**src/rtl/timer_pkg.sv**
```systemverilog
// Shared encodings for the timer compare bank: register selects and control bits.
package timer_pkg;

  localparam logic [1:0] REG_CMP    = 2'd0;
  localparam logic [1:0] REG_PERIOD = 2'd1;
  localparam logic [1:0] REG_CTRL   = 2'd2;
  localparam logic [1:0] REG_RSVD   = 2'd3;

  localparam int unsigned CTRL_ARM      = 0;
  localparam int unsigned CTRL_PERIODIC = 1;

  // Channel-select width, never below one bit.
  function automatic int unsigned ch_width(input int unsigned n);
    return (n > 1) ? $clog2(n) : 1;
  endfunction

endpackage

```
**src/rtl/timer_cmp_chan.sv**
```systemverilog
// One compare channel: cmp/period/ctrl registers, hit detection, reload and sticky pending.
module timer_cmp_chan
  import timer_pkg::*;
#(
  parameter int unsigned WIDTH = 32
) (
  input  logic             clk,
  input  logic             resetb,
  input  logic             tick_i,
  input  logic [WIDTH-1:0] mtime_nxt_i,
  input  logic             wr_sel_i,
  input  logic [1:0]       wr_reg_i,
  input  logic [WIDTH-1:0] wr_data_i,
  input  logic             irq_clr_i,
  output logic             irq_o,
  output logic             armed_o
);

  logic [WIDTH-1:0] cmp_q, cmp_d;
  logic [WIDTH-1:0] period_q, period_d;
  logic             armed_q, armed_d;
  logic             periodic_q, periodic_d;
  logic             irq_q, irq_d;
  logic             hold_q, hold_d;
  logic             hit_c;

  // hold_q parks a periodic channel whose period is zero until it is written again.
  assign hit_c = tick_i && armed_q && !hold_q && !wr_sel_i && (mtime_nxt_i == cmp_q);

  always_comb begin
    cmp_d      = cmp_q;
    period_d   = period_q;
    armed_d    = armed_q;
    periodic_d = periodic_q;
    hold_d     = hold_q;
    irq_d      = hit_c | (irq_q & ~irq_clr_i);

    if (hit_c) begin
      if (periodic_q) begin
        cmp_d = cmp_q + period_q;
        if (period_q == '0) hold_d = 1'b1;
      end else begin
        armed_d = 1'b0;
      end
    end

    if (wr_sel_i) begin
      hold_d = 1'b0;
      case (wr_reg_i)
        REG_CMP:    cmp_d = wr_data_i;
        REG_PERIOD: period_d = wr_data_i;
        REG_CTRL: begin
          armed_d    = wr_data_i[CTRL_ARM];
          periodic_d = wr_data_i[CTRL_PERIODIC];
        end
        default: ;
      endcase
    end
  end

  always_ff @(posedge clk) begin
    if (!resetb) begin
      cmp_q      <= '1;
      period_q   <= '0;
      armed_q    <= 1'b0;
      periodic_q <= 1'b0;
      irq_q      <= 1'b0;
      hold_q     <= 1'b0;
    end else begin
      cmp_q      <= cmp_d;
      period_q   <= period_d;
      armed_q    <= armed_d;
      periodic_q <= periodic_d;
      irq_q      <= irq_d;
      hold_q     <= hold_d;
    end
  end

  assign irq_o   = irq_q;
  assign armed_o = armed_q;

endmodule

```
**src/rtl/timer_cmp_bank.sv**
```systemverilog
// Free-running prescaled timer with NCH compare channels.
// Optional sticky wrap flag built when TIMER_CMP_BANK_OVF_EN is defined.
module timer_cmp_bank
  import timer_pkg::*;
#(
  parameter int unsigned WIDTH   = 32,
  parameter int unsigned NCH     = 2,
  parameter int unsigned PRESC_W = 8
) (
  input  logic                     clk,
  input  logic                     resetb,
  input  logic                     en,
  input  logic [PRESC_W-1:0]       presc,
  input  logic                     wr_en,
  input  logic [ch_width(NCH)-1:0] wr_ch,
  input  logic [1:0]               wr_reg,
  input  logic [WIDTH-1:0]         wr_data,
  input  logic [NCH-1:0]           irq_clr,
  output logic [NCH-1:0]           irq,
  output logic [NCH-1:0]           armed,
  output logic [WIDTH-1:0]         mtime,
  output logic                     ovf,
  input  logic                     ovf_clr
);

  localparam int unsigned CH_W = ch_width(NCH);

  logic [PRESC_W-1:0] presc_cnt_q, presc_cnt_d;
  logic [WIDTH-1:0]   mtime_q, mtime_d;
  logic [WIDTH-1:0]   mtime_nxt_c;
  logic               tick_c;
  logic [NCH-1:0]     wr_sel_c;

  // >= lets a lowered divide value take effect on the next enabled cycle.
  assign tick_c      = en && (presc_cnt_q >= presc);
  assign mtime_nxt_c = mtime_q + WIDTH'(1);

  always_comb begin
    presc_cnt_d = presc_cnt_q;
    mtime_d     = mtime_q;
    if (tick_c) begin
      presc_cnt_d = '0;
      mtime_d     = mtime_nxt_c;
    end else if (en) begin
      presc_cnt_d = presc_cnt_q + PRESC_W'(1);
    end
  end

  always_ff @(posedge clk) begin
    if (!resetb) begin
      presc_cnt_q <= '0;
      mtime_q     <= '0;
    end else begin
      presc_cnt_q <= presc_cnt_d;
      mtime_q     <= mtime_d;
    end
  end

  assign mtime = mtime_q;

  // Out-of-range channels and the reserved register select match no channel.
  for (genvar i = 0; i < NCH; i++) begin : g_chan
    assign wr_sel_c[i] = wr_en && (wr_reg != REG_RSVD) && (wr_ch == CH_W'(i));

    timer_cmp_chan #(.WIDTH(WIDTH)) u_chan (
      .clk         (clk),
      .resetb      (resetb),
      .tick_i      (tick_c),
      .mtime_nxt_i (mtime_nxt_c),
      .wr_sel_i    (wr_sel_c[i]),
      .wr_reg_i    (wr_reg),
      .wr_data_i   (wr_data),
      .irq_clr_i   (irq_clr[i]),
      .irq_o       (irq[i]),
      .armed_o     (armed[i])
    );
  end

`ifdef TIMER_CMP_BANK_OVF_EN
  logic ovf_q, ovf_d;

  always_comb begin
    ovf_d = ovf_q & ~ovf_clr;
    if (tick_c && (mtime_q == '1)) ovf_d = 1'b1;
  end

  always_ff @(posedge clk) begin
    if (!resetb) ovf_q <= 1'b0;
    else         ovf_q <= ovf_d;
  end

  assign ovf = ovf_q;
`else
  logic unused_ovf_clr;
  assign unused_ovf_clr = ovf_clr;
  assign ovf            = 1'b0;
`endif

endmodule

```
**config.mk**
```make
export PLATFORM = sky130hd
export DESIGN_NAME = timer_cmp_bank
export DESIGN_NICKNAME = d
export VERILOG_FILES = /design/src/rtl/timer_pkg.sv /design/src/rtl/timer_cmp_chan.sv /design/src/rtl/timer_cmp_bank.sv
export SDC_FILE = /design/constraint.sdc
export NUM_CORES = 1
export LEC_CHECK = 0
export ABC_AREA = 1
export CAP_MARGIN = 0
export CORE_MARGIN = 5
export CORE_UTILIZATION = 48
export CTS_CLUSTER_SIZE = 24
export DETAILED_ROUTE_END_ITERATION = 12
export PLACE_DENSITY = 0.7
export SYNTH_ARGS = -nofsm -noshare
export SYNTH_HDL_FRONTEND = slang
export SYNTH_HIERARCHICAL = 1
export SYNTH_SLANG_ARGS = --single-unit
```
**constraint.sdc**
```tcl
create_clock -name clk -period 4.7 [get_ports clk]
set_input_delay 0.47 -clock clk [delete_from_list [all_inputs] [get_ports clk]]
set_output_delay 0.47 -clock clk [all_outputs]
set_load 0.05 [all_outputs]
```
==> results.yml, run 1 <==
route:
  wl_met3_mm: 2.772
  wirelength_met1_mm: 21.49
  dr.pass1.iters: 5
  post_drt_via_cell_ratio: 5.248
  route.vias.total: 15218
  wl_mm: 48.56
  final_antenna_net_count: 0
  top_layer: "met4"
  met2WireLength_mm: 22.52
  drc: 0
  drt_iter0_markers: 1168
  wl_per_cell_um: 16.74
floorplanning:
  io_pins: 87
  dieArea_um2: 33320
  die_x_um: 182.5
  core_area_um2: 29480
  rows: 63
  initial_core_util: 0.4847
  die_y_um: 182.5
layout:
  num-nets-final: 2621
  drive_gt1_frac: 0.05139
  layout_commonest_cell: "nand2_1"
  fin_util: 0.5448
  fillers: 3083
  final_cell_mix: "nand2_1 (859), inv_1 (395), a21oi_1 (210)"
  num_antenna_cells: 0
  syn_to_final_growth_pct: 12.40
synth:
  synth_top_family_by_area: "simple AND/OR/NAND/NOR gates"
  syn_nets: 2563
  ys_ff_latch: 176
  synth-simple-area-share: 0.3991
  synth_compound_area_frac: 0.1038
  netlist-cell-type-count: 40
  yosys-top-cells-area: "dfxtp_1 (25%), nand2_1 (23%), inv_1 (10%)"
  ys_seq_area_frac: 0.2466
  synthMuxAreaShare: 0
  syn-instance-count: 2439
  avgSynthCellArea_um2: 5.859
  synth_warnings: 6
  synth_top_area_frac: 0.2466
  synthXorXnorAreaFrac: 0.05061
  synth_area_um2: 14290
  synth_top_area_cell: "dfxtp_1"
  synth_fa_ha_area_frac: 0.06584
sta:
  fin_worst_skew_ns: 0.02021
  rsz0062_at_grt: "no"
  slew_viol_final: 0
  fin_tns_setup_ns: 0
  tightest_slew_ns: 0.9571
  fin_crit_sh: 0.8091
  slew_headroom: 0.3573
  max_freq_mhz: 263.0
  worst_slack_ns: 0.8971
  finalSetupViolations: 0
  hold_violations: 0
  period_needed_ns: 3.803
placement:
  gp_congestion: 0.9934
  dp_slack_ns: 0.9834
  io_buffers: 84
  hpwlAfterDp_mm: 38.43
job:
  drv_cap: 0
clock_tree:
  clock-root-buffer: "clkbuf_16"
  cts_tree: "yes"
  post_cts_buffers: 0
  htreeDepth: 4
  clk_pin_slew_ns: 0.07
  cts_buffers: 17
  cts_sinks: 176
  clockBufferDepth: 2
  post_cts_resized: 0
  holdBufCountCts: 0
  clock_latency_ns: 0.44
global_route:
  grt_max_degree: 67
  antenna_found_initial: 2
  grt_usage: 0.2884
  grt_pass1_wl_mm: 76.30
  grt_pass1_vias: 14130
  grt_overflow: 0
worst_hold_path:
  hp-class: "reg2reg"
setup_path:
  crit_arrival_ns: 4.12
  worst_setup_path_start_kind: "flip-flop"
  crit_top_cell: "nand2_1"
  crit_required_ns: 5.02
  crit_path_cell_trace: "ha_1, nand3_2, nor2_2, nand3_2, nor2_1, xor2_1, inv_1, nand2_1, nand2_1, nor2_2, nand2_1, nor2_1, nand2_1, nor2_4, nand3_4, inv_4, nand3_2, nand2_1, nand2_1"
  worstPathMaxFanout: 25
  cpPeakStageDelay_ns: 0.62
  crit_family: "simple AND/OR/NAND/NOR gates"
  crit_buf_inv: 2
  worst-setup-path-type: "reg2reg"
  slowest_stage: "xor2_1"
  end_kind: "flip-flop"
power_and_ir_drop:
  leakage_nw: 8.359
  vdd_ir_drop_max_mv: 0.2426
  cellPowerDensity_nw_per_um2: 263.8
run_status:
  outcome: "finished, final reports clean"
## state kept, by name (all words and copies together), names as in the netlist
register and flops:
presc_cnt_q 8, g_chan.u_chan/armed_o 2, g_chan.u_chan/period_q 64, mtime 32, g_chan.u_chan/hold_q 2, g_chan.u_chan/periodic_q 2, g_chan.u_chan/irq_o 2, g_chan.u_chan/cmp_q 64
## tightest hold or removal path: stages, from the launching register on
cell and delay [ns]:
dfxtp_1 0.30, inv_1 0.06, a21oi_1 0.06
## routing by layer
| metal | vias to the layer above | GRT usage |
|---|---|---|
| met5 | - | 0 |
| met4 | 0 | 0.1045 |
| met3 | 70 | 0.02352 |
| met2 | 466 | 0.4879 |
| met1 | 6958 | 0.3850 |
| li1 | 7724 | - |
## path summary, 6_finish.rpt
kind | from | end | slack (ns) | cells past startpoint
worst max-delay path | mtime[0] | g_chan[0].u_chan/cmp_q[28] | 0.90 | 19
worst min-delay path | g_chan[1].u_chan/hold_q | g_chan[1].u_chan/hold_q | 0.46 | 2
worst max register to register | mtime[0] | g_chan[0].u_chan/cmp_q[28] | 0.90 | 19
worst min register to register | g_chan[1].u_chan/hold_q | g_chan[1].u_chan/hold_q | 0.46 | 2
## logic make-up (layout without fill, tap and decap cells)
group	Yosys count	after routing
AND/OR/NAND/NOR	1332	1332
buffers and inverters	484	555
AO/OA/AOI/OAI	292	292
flip-flops	176	176
XOR/XNOR	80	80
adder cells (fa/ha/maj)	74	74
other	1	1
## through the flow
stage               cells  area, um2  total power [mW]  hold slack, ns
floorplan            2439      14290             2.353          0.4306
CTS                  2900      16060             4.233          0.4560
global placement     2868      15430             2.655          0.4387
finish               2900      16060             4.237          0.4552
detailed placement   2868      15430             2.669          0.4457
global route         2900      16060             4.459          0.4782
## power by group
part           leakage, nW  internal (mW)  switching [mW]
registers             1.43           1.53          0.0379
clock network        0.307          0.907           0.674
logic                 6.62          0.367           0.726
## area by class of cell
cell class,instances,area [um2],share of cell area
well taps,390,488.0,0.03038
clock buffers,19,432.9,0.02695
repair buffers,98,940.9,0.05858
inverters,425,1600,0.09963
clock inverters,13,198.9,0.01239
multi-input cells,1779,8877,0.5527
flip-flops and latches,176,3523,0.2194
## synth_stat cells
cell,number
fa_1,2
buf_2,7
nand2b_1,2
buf_6,6
conb_1,1
a21oi_1,210
buf_1,4
nor3b_1,1
o21a_1,3
nand3_1,165
nor2_1,164
nor2_2,11
nand2_2,5
xnor2_2,3
dfxtp_1,176
nor3_4,1
nand3_2,22
nand3b_2,1
or2_2,1
nand2_1,859
o21bai_1,6
nor4_1,9
buf_4,1
inv_2,24
nand3_4,2
and3_1,2
inv_1,395
xnor2_1,43
o21ai_0,73
nor3_1,27
nand3b_1,11
clkbuf_1,39
ha_1,72
nor2_4,7
and2_1,2
xor2_1,34
buf_12,2
clkinv_1,4
nand4_1,40
inv_4,2
(Power assumes the default switching activity.)
==> run 2, diff against run 1 <==
- clock period: 4.7 -> 3.9 ns (I/O delays scaled with it)
==> run 2 against run 1 <==
Non-clock buffer count up 20. Sequential share of layout area shrank 0.18 points. Worst hold slack barely moved. Die area unchanged. Sequential power is 21% higher. Sequential cell count unchanged. Critical path depth fell by 2. Critical path type unchanged. Critical endpoint is now g_chan[1].u_chan/cmp_q[18]. Largest power group is now registers.
==> results.yml, run 2 (synthesis results as in run 1) <==
run_status:
  outcome: "finished, final reports clean"
layout:
  num_antenna_cells: 0
  num-nets-final: 2641
  layout_commonest_cell: "nand2_1"
  drive_gt1_frac: 0.05929
  fin_util: 0.5494
  fillers: 3115
  final_cell_mix: "nand2_1 (859), inv_1 (395), a21oi_1 (210)"
  syn_to_final_growth_pct: 13.33
global_route:
  grt_pass1_vias: 14214
  grt_pass1_wl_mm: 76.48
  grt_overflow: 0
  grt_usage: 0.2896
  grt_max_degree: 66
  antenna_found_initial: 4
clock_tree:
  cts_tree: "yes"
  clock-root-buffer: "clkbuf_16"
  clock_latency_ns: 0.45
  post_cts_buffers: 0
  htreeDepth: 4
  holdBufCountCts: 0
  clockBufferDepth: 2
  cts_sinks: 176
  cts_buffers: 17
  clk_pin_slew_ns: 0.07
  post_cts_resized: 0
setup_path:
  slowest_stage: "dfxtp_1"
  worst_setup_path_start_kind: "flip-flop"
  worstPathMaxFanout: 25
  rr_worst_depth: 17
  worst-setup-path-type: "reg2reg"
  crit_arrival_ns: 3.65
  r2r_start: "mtime[0]"
  worst-r2r-setup-slack_ns: 0.58
  r2r-end: "g_chan[1].u_chan/cmp_q[18]"
  crit_path_cell_trace: "ha_1, nand3_2, inv_2, nand2_2, nor3_1, nand2_1, nand2_1, nand2_1, xor2_1, nor2_1, nand2_1, nor2_4, nand3_4, inv_4, nand3_1, nand2_1, nand2_1"
  timing.critical_path.from: "mtime[0]"
  crit_required_ns: 4.23
  cpPeakStageDelay_ns: 0.39
  crit_end: "g_chan[1].u_chan/cmp_q[18]"
  crit_top_cell: "nand2_1"
  end_kind: "flip-flop"
floorplanning:
  die_y_um: 182.5
  initial_core_util: 0.4847
  rows: 63
  dieArea_um2: 33320
  io_pins: 87
  core_area_um2: 29480
  die_x_um: 182.5
route:
  wl_mm: 48.84
  drc: 0
  route.vias.total: 15309
  final_antenna_net_count: 0
  wl_per_cell_um: 16.72
  drt_iter0_markers: 1245
  post_drt_via_cell_ratio: 5.243
  dr.pass1.iters: 5
sta:
  rsz0062_at_grt: "no"
  tightest_slew_ns: 0.7075
  max_freq_mhz: 301.6
  finalSetupViolations: 0
  fin_tns_setup_ns: 0
  hold_violations: 0
  period_needed_ns: 3.316
  fin_worst_skew_ns: 0.01441
  slew_headroom: 0.5268
  slew_viol_final: 0
  fin_crit_sh: 0.8502
power_and_ir_drop:
  vdd_ir_drop_max_mv: 0.2140
  cellPowerDensity_nw_per_um2: 309.6
  leakage_nw: 8.453
placement:
  io_buffers: 84
  hpwlAfterDp_mm: 38.97
  gp_congestion: 1.001
job:
  drv_cap: 0
worst_hold_path:
  hp-class: "reg2reg"
[run 2: changes by cell type in the layout (fill, tap and decap cells not counted)]
cell and delta:
buf_12 +1, buf_4 +19, bufinv_16 -2, clkbuf_1 -1
clkbuf_8 +2, clkinv_4 -1, clkinvlp_4 +1, inv_6 +1
[run 2: where the power goes]
group	internal (mW)	leakage, nW	switching (mW)	total [mW]
Clock	0.998	0.292	0.818	1.82
Sequential	1.84	1.43	0.0451	1.88
Combinational	0.443	6.73	0.871	1.31
[run 2: critical path: cells and delay by family (launching register included)]
kind,cells,cell delay (ns)
XOR/XNOR,1,0.24
adder cells (fa/ha/maj),1,0.22
flip-flops,1,0.39
buffers and inverters,2,0.42
AND/OR/NAND/NOR,13,1.90
[run 2: cell type report]
| class | count | area, um2 | area share |
|---|---|---|---|
| clock buffers | 20 | 456.7 | 0.02820 |
| clock inverters | 12 | 146.4 | 0.009039 |
| inverters | 425 | 1600 | 0.09881 |
| flip-flops and latches | 176 | 3523 | 0.2176 |
| multi-input cells | 1779 | 8877 | 0.5481 |
| repair buffers | 118 | 1104 | 0.06814 |
| well taps | 390 | 488.0 | 0.03013 |
[run 2: how the worst min path moves through the flow]
stage / from / endpoint / slack [ns] / cells past startpoint
after floorplan: g_chan[0].u_chan/hold_q / g_chan[0].u_chan/hold_q / 0.43 / 2
after global placement: g_chan[0].u_chan/hold_q / g_chan[0].u_chan/hold_q / 0.44 / 2
after detailed placement: g_chan[0].u_chan/hold_q / g_chan[0].u_chan/hold_q / 0.45 / 2
after CTS: resetb / g_chan[0].u_chan/cmp_q[25] / 0.45 / 4
after global routing: g_chan[1].u_chan/hold_q / g_chan[1].u_chan/hold_q / 0.48 / 2
final: g_chan[1].u_chan/hold_q / g_chan[1].u_chan/hold_q / 0.46 / 2
[run 2: per-stage QoR]
step                std cells  area, um2  hold slack, ns  setup slack (ns)  power, mW
global route             2920      16200          0.4769            0.3693      5.268
CTS                      2920      16200          0.4505            0.6462      5.011
floorplan                2439      14290          0.4306            0.8355      2.836
detailed placement       2888      15590          0.4468            0.5306      3.214
finish                   2920      16200          0.4550            0.5844      5.014
global placement         2888      15590          0.4388            0.5275      3.198
[run 2: layer usage]
layer  track usage  up-vias  wire [um]
li1              -     7772          -
met1        0.3775     6959      21050
met2        0.4845      493      22590
met3       0.03508       83       3250
met4        0.1213        2       1938
met5             0        -         13
==> run 3, diff against run 2 <==
- CELL_PAD_IN_SITES_DETAIL_PLACEMENT: unset -> 1
- CELL_PAD_IN_SITES_GLOBAL_PLACEMENT: unset -> 1
- CORE_UTILIZATION: 48 -> 42
- PLACE_DENSITY: 0.7 -> 0.84
==> run 3 against run 2 <==
Clock skew up 0.0012 ns. Final area rose by 0.17%. Worst setup slack got worse by 0.32 ns. Non-clock buffer count down 3. Total power up 0.70%.
==> results.yml, run 3 (synthesis results as in run 1) <==
clock_tree:
  post_cts_resized: 0
  holdBufCountCts: 0
  cts_tree: "yes"
  clock_latency_ns: 0.46
  clockBufferDepth: 2
  cts_buffers: 17
  clock-root-buffer: "clkbuf_16"
  clk_pin_slew_ns: 0.08
  cts_sinks: 176
  post_cts_buffers: 0
  htreeDepth: 4
global_route:
  grt_usage: 0.2975
  grt_max_degree: 65
  grt_pass1_vias: 16542
  grt_pass1_wl_mm: 89.80
  grt_overflow: 0
  antenna_found_initial: 0
sta:
  hold_violations: 0
  fin_crit_sh: 0.9315
  tightest_slew_ns: 0.8484
  fin_tns_setup_ns: 0
  max_freq_mhz: 275.3
  finalSetupViolations: 0
  rsz0062_at_grt: "no"
  slew_headroom: 0.4303
  worst_slack_ns: 0.2673
  period_needed_ns: 3.633
  fin_worst_skew_ns: 0.01561
  slew_viol_final: 0
placement:
  io_buffers: 84
  gp_congestion: 0.9806
  dp_slack_ns: 0.3985
  hpwlAfterDp_mm: 45.83
  place_inst: 2943
power_and_ir_drop:
  p_switching_mw: 1.859
  p_clk_frac: 0.354
  internal_power_mw: 3.190
  leakage_nw: 8.425
  cellPowerDensity_nw_per_um2: 311.3
  vdd_ir_drop_max_mv: 0.3130
  switching_share: 0.3682
  combPwrFrac: 0.272
  pwr-share-seq: 0.374
layout:
  num_antenna_cells: 0
  final_cell_mix: "nand2_1 (859), inv_1 (395), a21oi_1 (210)"
  syn_to_final_growth_pct: 13.53
  num-nets-final: 2638
  fin_cells: 2975
  drive_gt1_frac: 0.05817
  fin_util: 0.4838
  layout_commonest_cell: "nand2_1"
setup_path:
  worstPathMaxFanout: 10
  crit_required_ns: 4.24
  worst-setup-path-type: "reg2reg"
  end_kind: "flip-flop"
  worst_setup_path_start_kind: "flip-flop"
  crit_arrival_ns: 3.97
run_status:
  outcome: "finished, final reports clean"
route:
  drt_iter0_markers: 863
  wl_per_cell_um: 19.26
  wl_mm: 57.30
  route.vias.total: 16041
  final_antenna_net_count: 0
  drc: 0
  post_drt_via_cell_ratio: 5.392
  dr.pass1.iters: 6
job:
  drv_cap: 0
worst_hold_path:
  hp-class: "reg2reg"
floorplanning:
  io_pins: 87
  die_y_um: 194.5
  initial_core_util: 0.4262
  dieArea_um2: 37810
  core_area_um2: 33530
  die_x_um: 194.5
  rows: 67
-- run 3: cell types whose count changed in the layout (fill, tap and decap cells not counted) --
| cell | previous run | this run |
|---|---|---|
| buf_4 | 33 | 30 |
| bufinv_16 | 2 | 1 |
| clkbuf_8 | 2 | 0 |
| clkinv_2 | 1 | 0 |
| clkinv_4 | 0 | 5 |
| inv_6 | 5 | 2 |
| inv_8 | 2 | 4 |
-- run 3: worst paths after layout --
kind,endpoint,start,cells after the start,slack [ns]
setup / recovery,g_chan[0].u_chan/cmp_q[26],mtime[0],19,0.27
setup reg to reg,g_chan[0].u_chan/cmp_q[26],mtime[0],19,0.27
hold / removal,g_chan[0].u_chan/hold_q,g_chan[0].u_chan/hold_q,2,0.47
hold reg to reg,g_chan[0].u_chan/hold_q,g_chan[0].u_chan/hold_q,2,0.47
-- run 3: critical path, cell delays in order (launching register included) --
cell	delay, ns
dfxtp_1	0.43
inv_1	0.23
nor2_4	0.22
inv_2	0.08
nor2_1	0.16
xor2_1	0.59
inv_1	0.11
nand2_1	0.09
nand2_1	0.05
nor2_1	0.22
nand2_1	0.09
nor2_1	0.21
nand2_1	0.13
nor2_4	0.14
nand3_4	0.10
inv_4	0.19
buf_4	0.20
nand3_2	0.12
nand2_1	0.09
nand2_1	0.05
-- run 3: power groups by stage --
stage	logic (mW)	registers [mW]	clock network, mW
after floorplan	0.927	1.91	0
after global placement	1.30	1.92	0
after detailed placement	1.35	1.93	0
after CTS	1.36	1.89	1.80
after global routing	1.53	1.89	1.88
final	1.37	1.89	1.79
-- run 3: per-stage QoR --
step / hold slack, ns / area (um2) / total power [mW]
after floorplan: 0.4306 / 14290 / 2.836
after global placement: 0.4392 / 15640 / 3.224
after detailed placement: 0.4608 / 15640 / 3.276
after CTS: 0.4720 / 16220 / 5.049
after global routing: 0.4927 / 16220 / 5.301
final: 0.4694 / 16220 / 5.050
-- run 3: layout make-up --
class                           instances  area, um2
Fill cell                            4685      17310
Multi-Input combinational cell       1779       8877
Sequential cell                       176       3523
Inverter                              425       1600
Timing Repair Buffer                  115       1081
Tap cell                              448      560.5
Clock buffer                           18      429.2
Clock inverter                         14      151.4
-- run 3: per-layer routing --
layer | share of wire | global-route usage | up-vias
li1 | - | - | 7755
met1 | 0.43 | 0.3678 | 7742
met2 | 0.48 | 0.5284 | 428
met3 | 0.044 | 0.02822 | 116
met4 | 0.042 | 0.1258 | 0
met5 | 0 | 0 | -
